--- src/rtl/y_arith_pkg.sv ---
// y_arith_pkg: shared constants for the y_arith adder/subtractor.
//   DEFAULT_WIDTH : default operand/result width
//   CTRL_ADD/SUB  : encodings of the ctrl operation select
package y_arith_pkg;
    localparam int   DEFAULT_WIDTH = 32;
    localparam logic CTRL_ADD      = 1'b0;
    localparam logic CTRL_SUB      = 1'b1;
endpackage

--- src/rtl/y_adder1.sv ---
// y_adder1: one-bit full adder, one stage of the ripple-carry chain.
//   a, b  : operand bits
//   cin   : carry in from the previous stage
//   z     : sum bit
//   cout  : carry out to the next stage
module y_adder1 (
    input  logic a,
    input  logic b,
    input  logic cin,
    output logic z,
    output logic cout
);
    logic p;

    assign p    = a ^ b;
    assign z    = p ^ cin;
    assign cout = (a & b) | (cin & p);
endmodule

--- src/rtl/y_arith.sv ---
// y_arith: WIDTH-bit two's-complement adder/subtractor.
//   clk, rst         : system clock, synchronous active-high reset (registers only)
//   a, b             : operands
//   ctrl             : 0 = a+b, 1 = a-b
//   z, cout          : combinational result and carry-out (cout=1 means no borrow on subtract)
//   z_r, cout_r      : registered copies of z and cout
//   ovf_r, zero_r    : registered signed-overflow and all-zero flags
module y_arith
    import y_arith_pkg::*;
#(
    parameter int WIDTH = DEFAULT_WIDTH
) (
    input  logic             clk,
    input  logic             rst,
    input  logic [WIDTH-1:0] a,
    input  logic [WIDTH-1:0] b,
    input  logic             ctrl,
    output logic [WIDTH-1:0] z,
    output logic             cout,
    output logic [WIDTH-1:0] z_r,
    output logic             cout_r,
    output logic             ovf_r,
    output logic             zero_r
);
    logic [WIDTH-1:0] b_x;
    logic [WIDTH:0]   c;
    logic             ovf;
    logic             zero;

    logic [WIDTH-1:0] z_q;
    logic             cout_q;
    logic             ovf_q;
    logic             zero_q;

    // Subtract is a + ~b + 1: invert b and inject the +1 as carry-in.
    assign b_x  = b ^ {WIDTH{ctrl == CTRL_SUB}};
    assign c[0] = (ctrl == CTRL_ADD) ? 1'b0 : 1'b1;

    for (genvar i = 0; i < WIDTH; i++) begin : g_chain
        y_adder1 u_add (
            .a    (a[i]),
            .b    (b_x[i]),
            .cin  (c[i]),
            .z    (z[i]),
            .cout (c[i+1])
        );
    end

    assign cout = c[WIDTH];
    // Carry into and out of the sign bit disagree exactly on signed overflow.
    assign ovf  = c[WIDTH-1] ^ c[WIDTH];
    assign zero = ~|z;

    always_ff @(posedge clk) begin
        if (rst) begin
            z_q    <= '0;
            cout_q <= 1'b0;
            ovf_q  <= 1'b0;
            zero_q <= 1'b0;
        end else begin
            z_q    <= z;
            cout_q <= cout;
            ovf_q  <= ovf;
            zero_q <= zero;
        end
    end

    assign z_r    = z_q;
    assign cout_r = cout_q;
    assign ovf_r  = ovf_q;
    assign zero_r = zero_q;
endmodule

--- config.mk ---
export PLATFORM = sky130hd
export DESIGN_NAME = y_arith
export DESIGN_NICKNAME = d
export VERILOG_FILES = /design/src/rtl/y_arith_pkg.sv /design/src/rtl/y_adder1.sv /design/src/rtl/y_arith.sv
export SDC_FILE = /design/constraint.sdc
export NUM_CORES = 1
export LEC_CHECK = 0
export ABC_CLOCK_PERIOD_IN_PS = 26400
export CORE_MARGIN = 2
export CORE_UTILIZATION = 25
export CTS_CLUSTER_SIZE = 28
export DETAILED_ROUTE_END_ITERATION = 8
export SETUP_SLACK_MARGIN = 0.1
export SLEW_MARGIN = 20
export SYNTH_ARGS = -nofsm -noshare
export SYNTH_HDL_FRONTEND = slang
export SYNTH_SLANG_ARGS = --single-unit
--- constraint.sdc ---
create_clock -name clk -period 26.4 [get_ports clk]
set_input_delay 5.28 -clock clk [delete_from_list [all_inputs] [get_ports clk]]
set_output_delay 5.28 -clock clk [all_outputs]
set_load 0.005 [all_outputs]
# Word level (Yosys, flattened, before mapping)
# Index checks and enable logic that the tools add are counted.
# word_totals
reg_bits	35
output_inout_bits	68
rom_bits	0
in_bits	67
word_cells	169
memories	0
ramBits	0
latchBits	0
# classes
shifts	0
n_reduce_logical	2
n_eq_ne	0
n_div	0
bitwise_logic	162
addsub	0
order_cmp	0
n_mux	1
mul	0
# op_table
operator	count
$xor 1x1->1	65
$and 1x1->1	64
$or 1x1->1	32
$reduce_or 32->1	1
$xor 32x32->32	1
$logic_not 1->1	1
$mux 1	1

# Depth between registers and ports, before layout
# Gate-level depths: netlist of run 1.
# logic_depth
ltp_word	67
mapped_depth	39
mapped_depth_nobuf	37

# Cells and area by module
# A second synthesis of run 1 with hierarchy kept.
# hier_totals
hier_cells	153
area_unflattened_um2	1998.2
# by_module_without_submodules
mod	n_inst	cells_per_inst	area_per_inst_um2	seq_area_each_um2
y_arith	1	121	1357.6	700.7
y_adder1	32	1	20.0	0.0

# Worst setup path after synthesis of run 1
# Ideal clock, no wire load.
# synth_timing
path_kind	in2out
from	in ctrl
to	out z[31]
path_buffers	3
required_time_ns	21.120
path_slack_ns	2.375
stages	38
arrival_time_ns	18.745
cell_sequence	buf_2 -> buf_4 -> mux2i_1 -> fa_1 -> fa_1 -> fa_1 -> fa_1 -> fa_1 -> fa_1 -> fa_1 -> fa_1 -> fa_1 -> fa_1 -> fa_1 -> fa_1 -> fa_1 -> fa_1 -> fa_1 -> [2 not listed] -> fa_1 -> fa_1 -> fa_1 -> fa_1 -> fa_1 -> fa_1 -> fa_1 -> fa_1 -> fa_1 -> fa_1 -> inv_1 -> fa_1 -> inv_1 -> fa_1 -> fa_1 -> inv_1 -> fa_1 -> buf_4
# synth_between
elab_chain_len	65
word_cells_on_any_way	128
cone_classes	mux: 1; bitwise: 127
# synth_rtl
element	line_no	text
start: declaration	y_arith.sv:17	input logic ctrl,
$xor 32x32->32	y_arith.sv:36	assign b_x = b ^ {WIDTH{ctrl == CTRL_SUB}};
$xor 1x1->1	y_adder1.sv:15	assign p = a ^ b;
$and 1x1->1	y_adder1.sv:17	assign cout = (a & b) | (cin & p);
$or 1x1->1	y_adder1.sv:17	
$and 1x1->1	y_adder1.sv:17	
$or 1x1->1	y_adder1.sv:17	
$and 1x1->1	y_adder1.sv:17	
$or 1x1->1	y_adder1.sv:17	
[49 not listed]	n/a	
$or 1x1->1	y_adder1.sv:17	
$and 1x1->1	y_adder1.sv:17	
$or 1x1->1	y_adder1.sv:17	
$and 1x1->1	y_adder1.sv:17	
$or 1x1->1	y_adder1.sv:17	
$and 1x1->1	y_adder1.sv:17	
$or 1x1->1	y_adder1.sv:17	
$xor 1x1->1 *	y_adder1.sv:16	assign z = p ^ cin;
end: declaration	y_arith.sv:18	output logic [WIDTH-1:0] z,
# Every way passes the cells marked *; elsewhere a longest branch is shown, timed or not.

# Worst setup path after layout of run 1
# layout_timing
from	in b[0]
to	out z[31]
# layout_between
elab_chain_len	65
word_cells_on_any_way	66
cone_classes	bitwise: 66
# layout_rtl
element	line_no	text
start: declaration	y_arith.sv:16	input logic [WIDTH-1:0] b,
$xor 32x32->32 *	y_arith.sv:36	
$xor 1x1->1	y_adder1.sv:15	
$and 1x1->1	y_adder1.sv:17	
$or 1x1->1 *	y_adder1.sv:17	
$and 1x1->1 *	y_adder1.sv:17	
$or 1x1->1 *	y_adder1.sv:17	
$and 1x1->1 *	y_adder1.sv:17	
$or 1x1->1 *	y_adder1.sv:17	
[49 not listed]	n/a	
$or 1x1->1 *	y_adder1.sv:17	
$and 1x1->1 *	y_adder1.sv:17	
$or 1x1->1 *	y_adder1.sv:17	
$and 1x1->1 *	y_adder1.sv:17	
$or 1x1->1 *	y_adder1.sv:17	
$and 1x1->1 *	y_adder1.sv:17	
$or 1x1->1 *	y_adder1.sv:17	
$xor 1x1->1 *	y_adder1.sv:16	
# Marked as above.

==> results_dict.tcl, run 1 <==
set metrics [dict create \
    hold_path_depth 4 \
    cts.sinks 35 \
    tightest_slew_ns 0.464 \
    ys.warnings.count 0 \
    synth_seq_cells 35 \
    dr.pass1.iters 3 \
    fin_area_sq_um 3690 \
    root_buffer "clkbuf_8" \
    hold_path.startpoint "ctrl" \
    num_io_pins 135 \
    pwr_density_cell_nw_per_um2 62.6 \
    place_hpwl_um 5550 \
    dr_total_vias 1798 \
    period_share_pct 94.6 \
    portBuffers 134 \
    rsz0062_at_grt "false" \
    grt_usage_pct 12.8 \
    grt_util_met3_pct 4.49 \
    grt_antenna_before_repair 0 \
    drive_gt1_share_pct 3.40 \
    status "finished clean" \
    synth_top_area_cell "dfxtp_1" \
    cpMostUsedCell "fa_1" \
    arrival_ns 19.70 \
    syn-num-nets 347 \
    drc 0 \
    fp-row-count 35 \
    tns_ns 0 \
    overflow 0 \
    grt_pass1_vias 1991 \
    use_met1_pct 14.3 \
    die_area_sq_um 10300 \
    setup_viol 0 \
    syn_inst 249 \
    cts_tree "done" \
    cts_max_path_buffers 2 \
    slew_headroom_pct 69.1 \
    cp-end-kind "output pin" \
    synth_top_area_share_pct 29.6 \
    ys_seq_area_share_pct 29.6 \
    cp_max_fo 3 \
    wl_per_cell_um 13.9 \
    initial_core_util_pct 25.8 \
    via_per_inst 3.88 \
    cp_data_required_time_ns 21.12 \
    top_usage_layer "met2" \
    die_height_um 101 \
    gp_congestion 0.792 \
    synth.distinct_cells 17 \
    startpoint_type "primary input" \
    grt_pass1_wl_um 9850 \
    synth_area_sq_um 2370 \
    clkSlewWorstSetupHoldPaths_ns 0.07 \
    wl_um 6470 \
    hp-class "primary input to flop" \
    seqCellArea_sq_um 701 \
    fin_crit_ns 24.98 \
    crit_path_max_incr_delay_ns 0.51 \
    ant_nets 0 \
    hold_violations 0 \
    cts_made_buffers 5 \
    post_cts_resize_count 0 \
    n_antenna_cell 0 \
    multi_input_area_sq_um 1150 \
    coreArea_sq_um 9200 \
    critical_path_class "primary input to output pin" \
    cts_hold_buf 0 \
    final_max_slew_viol_count 0 \
    avgSynthCellArea_sq_um 9.51 \
    grt_max_degree 36 \
    holdPathEnd "z_r[30]" \
    maxCapViolCount 0 \
    postPlaceCellArea_sq_um 3570 \
    area_delta_synth_final_pct 55.8 \
    final_nets 450 \
    vdd_drop_max_mv 0.0238 \
    post-cts-setup-buffers 0 \
    synth.area.top_cells "dfxtp_1, fa_1, buf_4" \
    fmax_mhz 40.0 \
    htreeDepth 2 \
    dieWidth_um 101 \
    fill_cells 918 \
    cpMaxStageDelayCell "clkdlybuf4s50_1" \
    p_leak_nw 1.60 \
    whs_ns 5.63 \
    grtUsageMet2_pct 23.3 \
    first_iter_violations 27 \
]
[placed cells by master (no fill, tap or decap)]
| cell type | instances |
|---|---|
| clkdlybuf4s50_1 | 133 |
| inv_1 | 61 |
| dfxtp_1 | 35 |
| nor2_1 | 32 |
| fa_1 | 31 |
| xnor2_1 | 29 |
| clkbuf_8 | 6 |
| xor2_1 | 4 |
| nor2b_1 | 4 |
| nand4_1 | 4 |
| nand2_1 | 3 |
| nor4_1 | 2 |
| buf_4 | 2 |
| mux2i_1 | 1 |
| nand4_4 | 1 |
| nand4b_1 | 1 |
| and4_1 | 1 |
| bufinv_16 | 1 |
| clkinv_2 | 1 |
| buf_2 | 1 |
[cell families (layout without fill, tap and decap cells)]
group	after synthesis	after routing	synth area share, %
buf+inv	101	205	21.8
fa+ha+maj	31	31	26.2
simple gates	48	48	9.83
flops	35	35	29.6
xor+xnor	33	33	12.2
mux	1	1	0.423
[state kept, by name, summed over array words and instances (netlist names)]
register  flops
cout_r        1
ovf_r         1
z_r          32
zero_r        1
[per-stage QoR]
step                util [%]  std cells  power [mW]  worst slack, ns
global route            40.1        464       0.248            0.836
detailed placement      38.8        456       0.184             1.29
finish                  40.1        464       0.231             1.42
CTS                     40.1        464       0.236             1.25
floorplan                  -        249       0.132             2.38
global placement        38.8        456       0.182             1.40
[worst max path at each step]
| stage | endpoint | start | slack, ns |
|---|---|---|---|
| floorplan | z[31] | ctrl | 2.38 |
| global placement | z[31] | b[0] | 1.40 |
| detailed placement | z[31] | b[0] | 1.29 |
| CTS | z[31] | b[0] | 1.25 |
| global route | z[31] | b[0] | 0.84 |
| finish | z[31] | b[0] | 1.42 |
[layer usage]
metal,up-vias,part of all wire (%)
li1,874,-
met1,846,37
met2,74,54
met3,4,8.1
met4,0,0.96
met5,-,0
[synth_stat cells (all sizes together)]
cell type,instances
inv,61
buf,39
dfxtp,35
nor2,32
fa,31
xnor2,29
nand4,5
nor2b,4
xor2,4
nand2,3
nor4,2
and4,1
clkbuf,1
mux2i,1
nand4b,1
[report_power, final]
part	total [mW]	switching [mW]	internal, mW
Combinational	0.116	0.0455	0.0703
Sequential	0.0643	0.00226	0.0621
Clock	0.0507	0.0201	0.0306
Total	0.231	0.0679	0.163
[critical path: cells and delay by family]
family | cells | cell delay [ns]
muxes | 1 | 0.14
buffers and inverters | 5 | 1.21
adders and majority gates | 31 | 13.07
[area by class of cell]
type	instances	area share (%)
timing repair buffer	136	36.6
multi-input combinational	113	31.2
sequential	35	19.0
inverter	61	6.21
tap	111	3.76
clock buffer	6	2.24
clock inverter	2	0.949
Note: power is estimated with default switching activity, not from simulation.
==> inputs of run 2 (changes only) <==
Settings changed: CORE_MARGIN 2 to 3.
==> results_dict.tcl, run 2 (same netlist as run 1, synthesis figures left out) <==
set metrics [dict create \
    status "finished clean" \
    p_total_mw 0.224 \
    n_antenna_cell 0 \
    top_layer "met4" \
    cpMostUsedCell "fa_1" \
    period_share_pct 94.6 \
    grt_pass1_vias 1933 \
    die_area_sq_um 10700 \
    cp_data_required_time_ns 21.12 \
    gp_congestion 0.778 \
    first_iter_violations 33 \
    wl_met3_um 656 \
    tightest_slew_ns 0.473 \
    drt-met1-wl_um 2410 \
    layout_common_cells "clkdlybuf4s50_1, inv_1, dfxtp_1" \
    worst-path-stages 37 \
    critPathTopFamily "adder cells" \
    crit_path_max_incr_delay_ns 0.51 \
    wl_per_cell_um 13.6 \
    critical_path_class "primary input to output pin" \
    cts.sinks 35 \
    setup_viol 0 \
    maxCapViolCount 0 \
    tns_ns 0 \
    wl_um 6520 \
    coreArea_sq_um 8980 \
    overflow 0 \
    cts_max_path_buffers 2 \
    cpMaxStageDelayCell "clkdlybuf4s50_1" \
    die_height_um 103 \
    final_nets 450 \
    fin_crit_ns 24.99 \
    crit_start "b[0]" \
    hp-class "primary input to flop" \
    final_max_slew_viol_count 0 \
    slew_headroom_pct 68.5 \
    dieWidth_um 103 \
    hold_violations 0 \
    via_per_inst 3.76 \
    grt_usage_pct 12.3 \
    largest_reg_flops 32 \
    drc 0 \
    grt_max_degree 36 \
    multi_input_area_sq_um 1150 \
    whs_ns 5.61 \
    crit_buf_inv 5 \
    post_cts_resize_count 0 \
    num_io_pins 135 \
    seqCellArea_sq_um 701 \
    drive_gt1_share_pct 3.12 \
    fmax_mhz 40.0 \
    fin_util_pct 41.1 \
    cts_made_buffers 5 \
    hold_path_depth 4 \
    cts_tree "done" \
    fp-row-count 34 \
    p_leak_nw 1.59 \
    htreeDepth 2 \
    grt_pass1_wl_um 9710 \
    cts_hold_buf 0 \
    cp-end-kind "output pin" \
    pwr_density_cell_nw_per_um2 60.6 \
    post-cts-setup-buffers 0 \
    cp_max_fo 3 \
    fill_cells 906 \
    rsz0062_at_grt "false" \
    dr_wl_met2_um 3330 \
    portBuffers 134 \
    place_hpwl_um 5590 \
    layout_commonest_cell "clkdlybuf4s50_1" \
    vdd_drop_max_mv 0.0223 \
    startpoint_type "primary input" \
    clkSlewWorstSetupHoldPaths_ns 0.07 \
    grt_antenna_before_repair 0 \
    crit_end "z[31]" \
    root_buffer "clkbuf_8" \
    initial_core_util_pct 26.4 \
    arrival_ns 19.71 \
    dr.pass1.iters 4 \
    dr_total_vias 1799 \
    ant_nets 0 \
    area_delta_synth_final_pct 55.8 \
]
run 2: cell types whose count changed in the layout (fill, tap and decap cells not counted), sizes merged:
cell / delta
bufinv: -1
clkbuf: +2
clkinv: -1
run 2: worst min-delay path by stage:
stage                     start     end
final                      ctrl  z_r[1]
after global routing       ctrl  z_r[1]
after CTS                  ctrl  z_r[1]
after detailed placement   ctrl  z_r[1]
after global placement     ctrl  z_r[1]
after floorplan            a[0]  z_r[0]
run 2: through the flow:
step	area (sq um)	cells	setup WS, ns
after CTS	3690	479	1.24
after floorplan	2370	249	2.38
after global placement	3590	471	1.36
after detailed placement	3590	471	1.29
final	3690	479	1.41
after global routing	3690	479	0.864
run 2: final cells by class:
| class | instances | share of cell area, % |
|---|---|---|
| well taps | 126 | 4.27 |
| clock buffers | 8 | 2.71 |
| inverters | 61 | 6.20 |
| flip-flops and latches | 35 | 19.0 |
| repair buffers | 136 | 36.6 |
| multi-input cells | 113 | 31.2 |
run 2: power by group:
| part | leakage [nW] | switching [mW] | total (mW) | internal (mW) |
|---|---|---|---|---|
| Clock | 0.0515 | 0.0198 | 0.0437 | 0.0238 |
| Sequential | 0.291 | 0.00217 | 0.0642 | 0.0621 |
| Combinational | 1.24 | 0.0456 | 0.116 | 0.0703 |
run 2: routing by layer:
metal	global-route usage, %	vias to the layer above
li1	-	873
met1	13.5	834
met2	21.6	85
met3	4.36	7
met4	4.88	0
met5	0	-
==> inputs of run 3 (changes only) <==
Settings changed: CORE_UTILIZATION 25 to 39, PLACE_DENSITY from default to 0.82.
==> results_dict.tcl, run 3 (same netlist as run 1, synthesis figures left out) <==
set metrics [dict create \
    dr_total_vias 1819 \
    slew_headroom_pct 69.7 \
    fmax_mhz 39.9 \
    first_iter_violations 49 \
    cts_tree "done" \
    htreeDepth 2 \
    gp_congestion 0.792 \
    post_cts_resize_count 0 \
    wl_per_cell_um 14.2 \
    hp-class "primary input to flop" \
    via_per_inst 4.28 \
    maxCapViolCount 0 \
    period_share_pct 94.8 \
    startpoint_type "primary input" \
    cp-end-kind "output pin" \
    cp_max_fo 3 \
    initial_core_util_pct 41.7 \
    fp-row-count 27 \
    wl_um 6050 \
    final_nets 450 \
    tightest_slew_ns 0.455 \
    p_total_mw 0.222 \
    grt_pass1_vias 2017 \
    place_hpwl_um 5160 \
    cts_hold_buf 0 \
    fin_crit_ns 25.04 \
    place_ws_ns 1.30 \
    layout_setup_ws_ns 1.36 \
    crit_end "z[31]" \
    largest_reg_flops 32 \
    arrival_ns 19.76 \
    n_antenna_cell 0 \
    status "finished clean" \
    critical_path_class "primary input to output pin" \
    layout_common_cells "clkdlybuf4s50_1, inv_1, dfxtp_1" \
    cp_data_required_time_ns 21.12 \
    final_max_slew_viol_count 0 \
    post-cts-setup-buffers 0 \
    cpMostUsedCell "fa_1" \
    fin_util_pct 63.8 \
    rsz0062_at_grt "false" \
    num_io_pins 135 \
    grt_antenna_before_repair 0 \
    overflow 0 \
    ant_nets 0 \
    grt_max_degree 36 \
    tns_ns 0 \
    die_height_um 83.9 \
    drc 0 \
    die_area_sq_um 7040 \
    p_leak_nw 1.59 \
    layout_commonest_cell "clkdlybuf4s50_1" \
    cts_max_path_buffers 2 \
    vdd_drop_max_mv 0.0285 \
    portBuffers 134 \
    dieWidth_um 83.9 \
    grt_usage_pct 17.8 \
    drive_gt1_share_pct 3.12 \
    area_delta_synth_final_pct 53.0 \
    grt_pass1_wl_um 9760 \
    dr.pass1.iters 4 \
    clkSlewWorstSetupHoldPaths_ns 0.07 \
    root_buffer "clkbuf_8" \
    pwr_density_cell_nw_per_um2 61.3 \
    setup_viol 0 \
    cts_made_buffers 5 \
    crit_path_max_incr_delay_ns 0.52 \
    cts.sinks 35 \
    coreArea_sq_um 5680 \
    cpMaxStageDelayCell "clkdlybuf4s50_1" \
    crit_start "b[0]" \
    hold_violations 0 \
]
[run 3: cell counts in the layout (fill, tap and decap cells not counted)]
Identical to the previous run, type by type.
[run 3: how the worst min path moves through the flow]
stage / from / endpoint / slack [ns] / cells after the start
after CTS: ctrl / z_r[1] / 5.63 / 4
final: ctrl / z_r[1] / 5.65 / 4
after global placement: ctrl / z_r[30] / 5.94 / 4
after detailed placement: ctrl / z_r[1] / 5.93 / 4
after floorplan: a[0] / z_r[0] / 5.51 / 2
after global routing: ctrl / z_r[1] / 5.69 / 4
[run 3: worst max-delay path, delay by kind of cell]
kind	cells	cell delay, ns
adder cells (fa/ha/maj)	31	13.10
buffers and inverters	5	1.22
multiplexers	1	0.13
[run 3: metal layers]
layer	vias up	share of wire, %	GRT usage [%]
met3	11	7.6	5.73
li1	876	-	-
met1	847	37	18.8
met4	0	2.2	5.85
met2	85	53	32.9
met5	-	0	0
[run 3: final cells by class]
type,count,area [sq um]
multi-input cells,113,1150
clock buffers,8,100
flip-flops and latches,35,701
inverters,61,229
fillers,505,2050
repair buffers,136,1350
well taps,72,90.1
[run 3: report_power, final]
part           leakage, nW  switching [mW]  total [mW]  internal (mW)
Combinational         1.24          0.0454       0.116         0.0702
Clock               0.0515          0.0185      0.0423         0.0238
Sequential           0.291         0.00213      0.0642         0.0621
Total                 1.59          0.0660       0.222          0.156
[run 3: stage by stage]
stage	area, sq um	cells	hold slack (ns)
2_1_floorplan	2370	249	5.51
3_3_place_gp	3520	417	5.94
3_5_place_dp	3520	417	5.93
4_1_cts	3620	425	5.63
5_1_grt	3620	425	5.69
6_report	3620	425	5.65
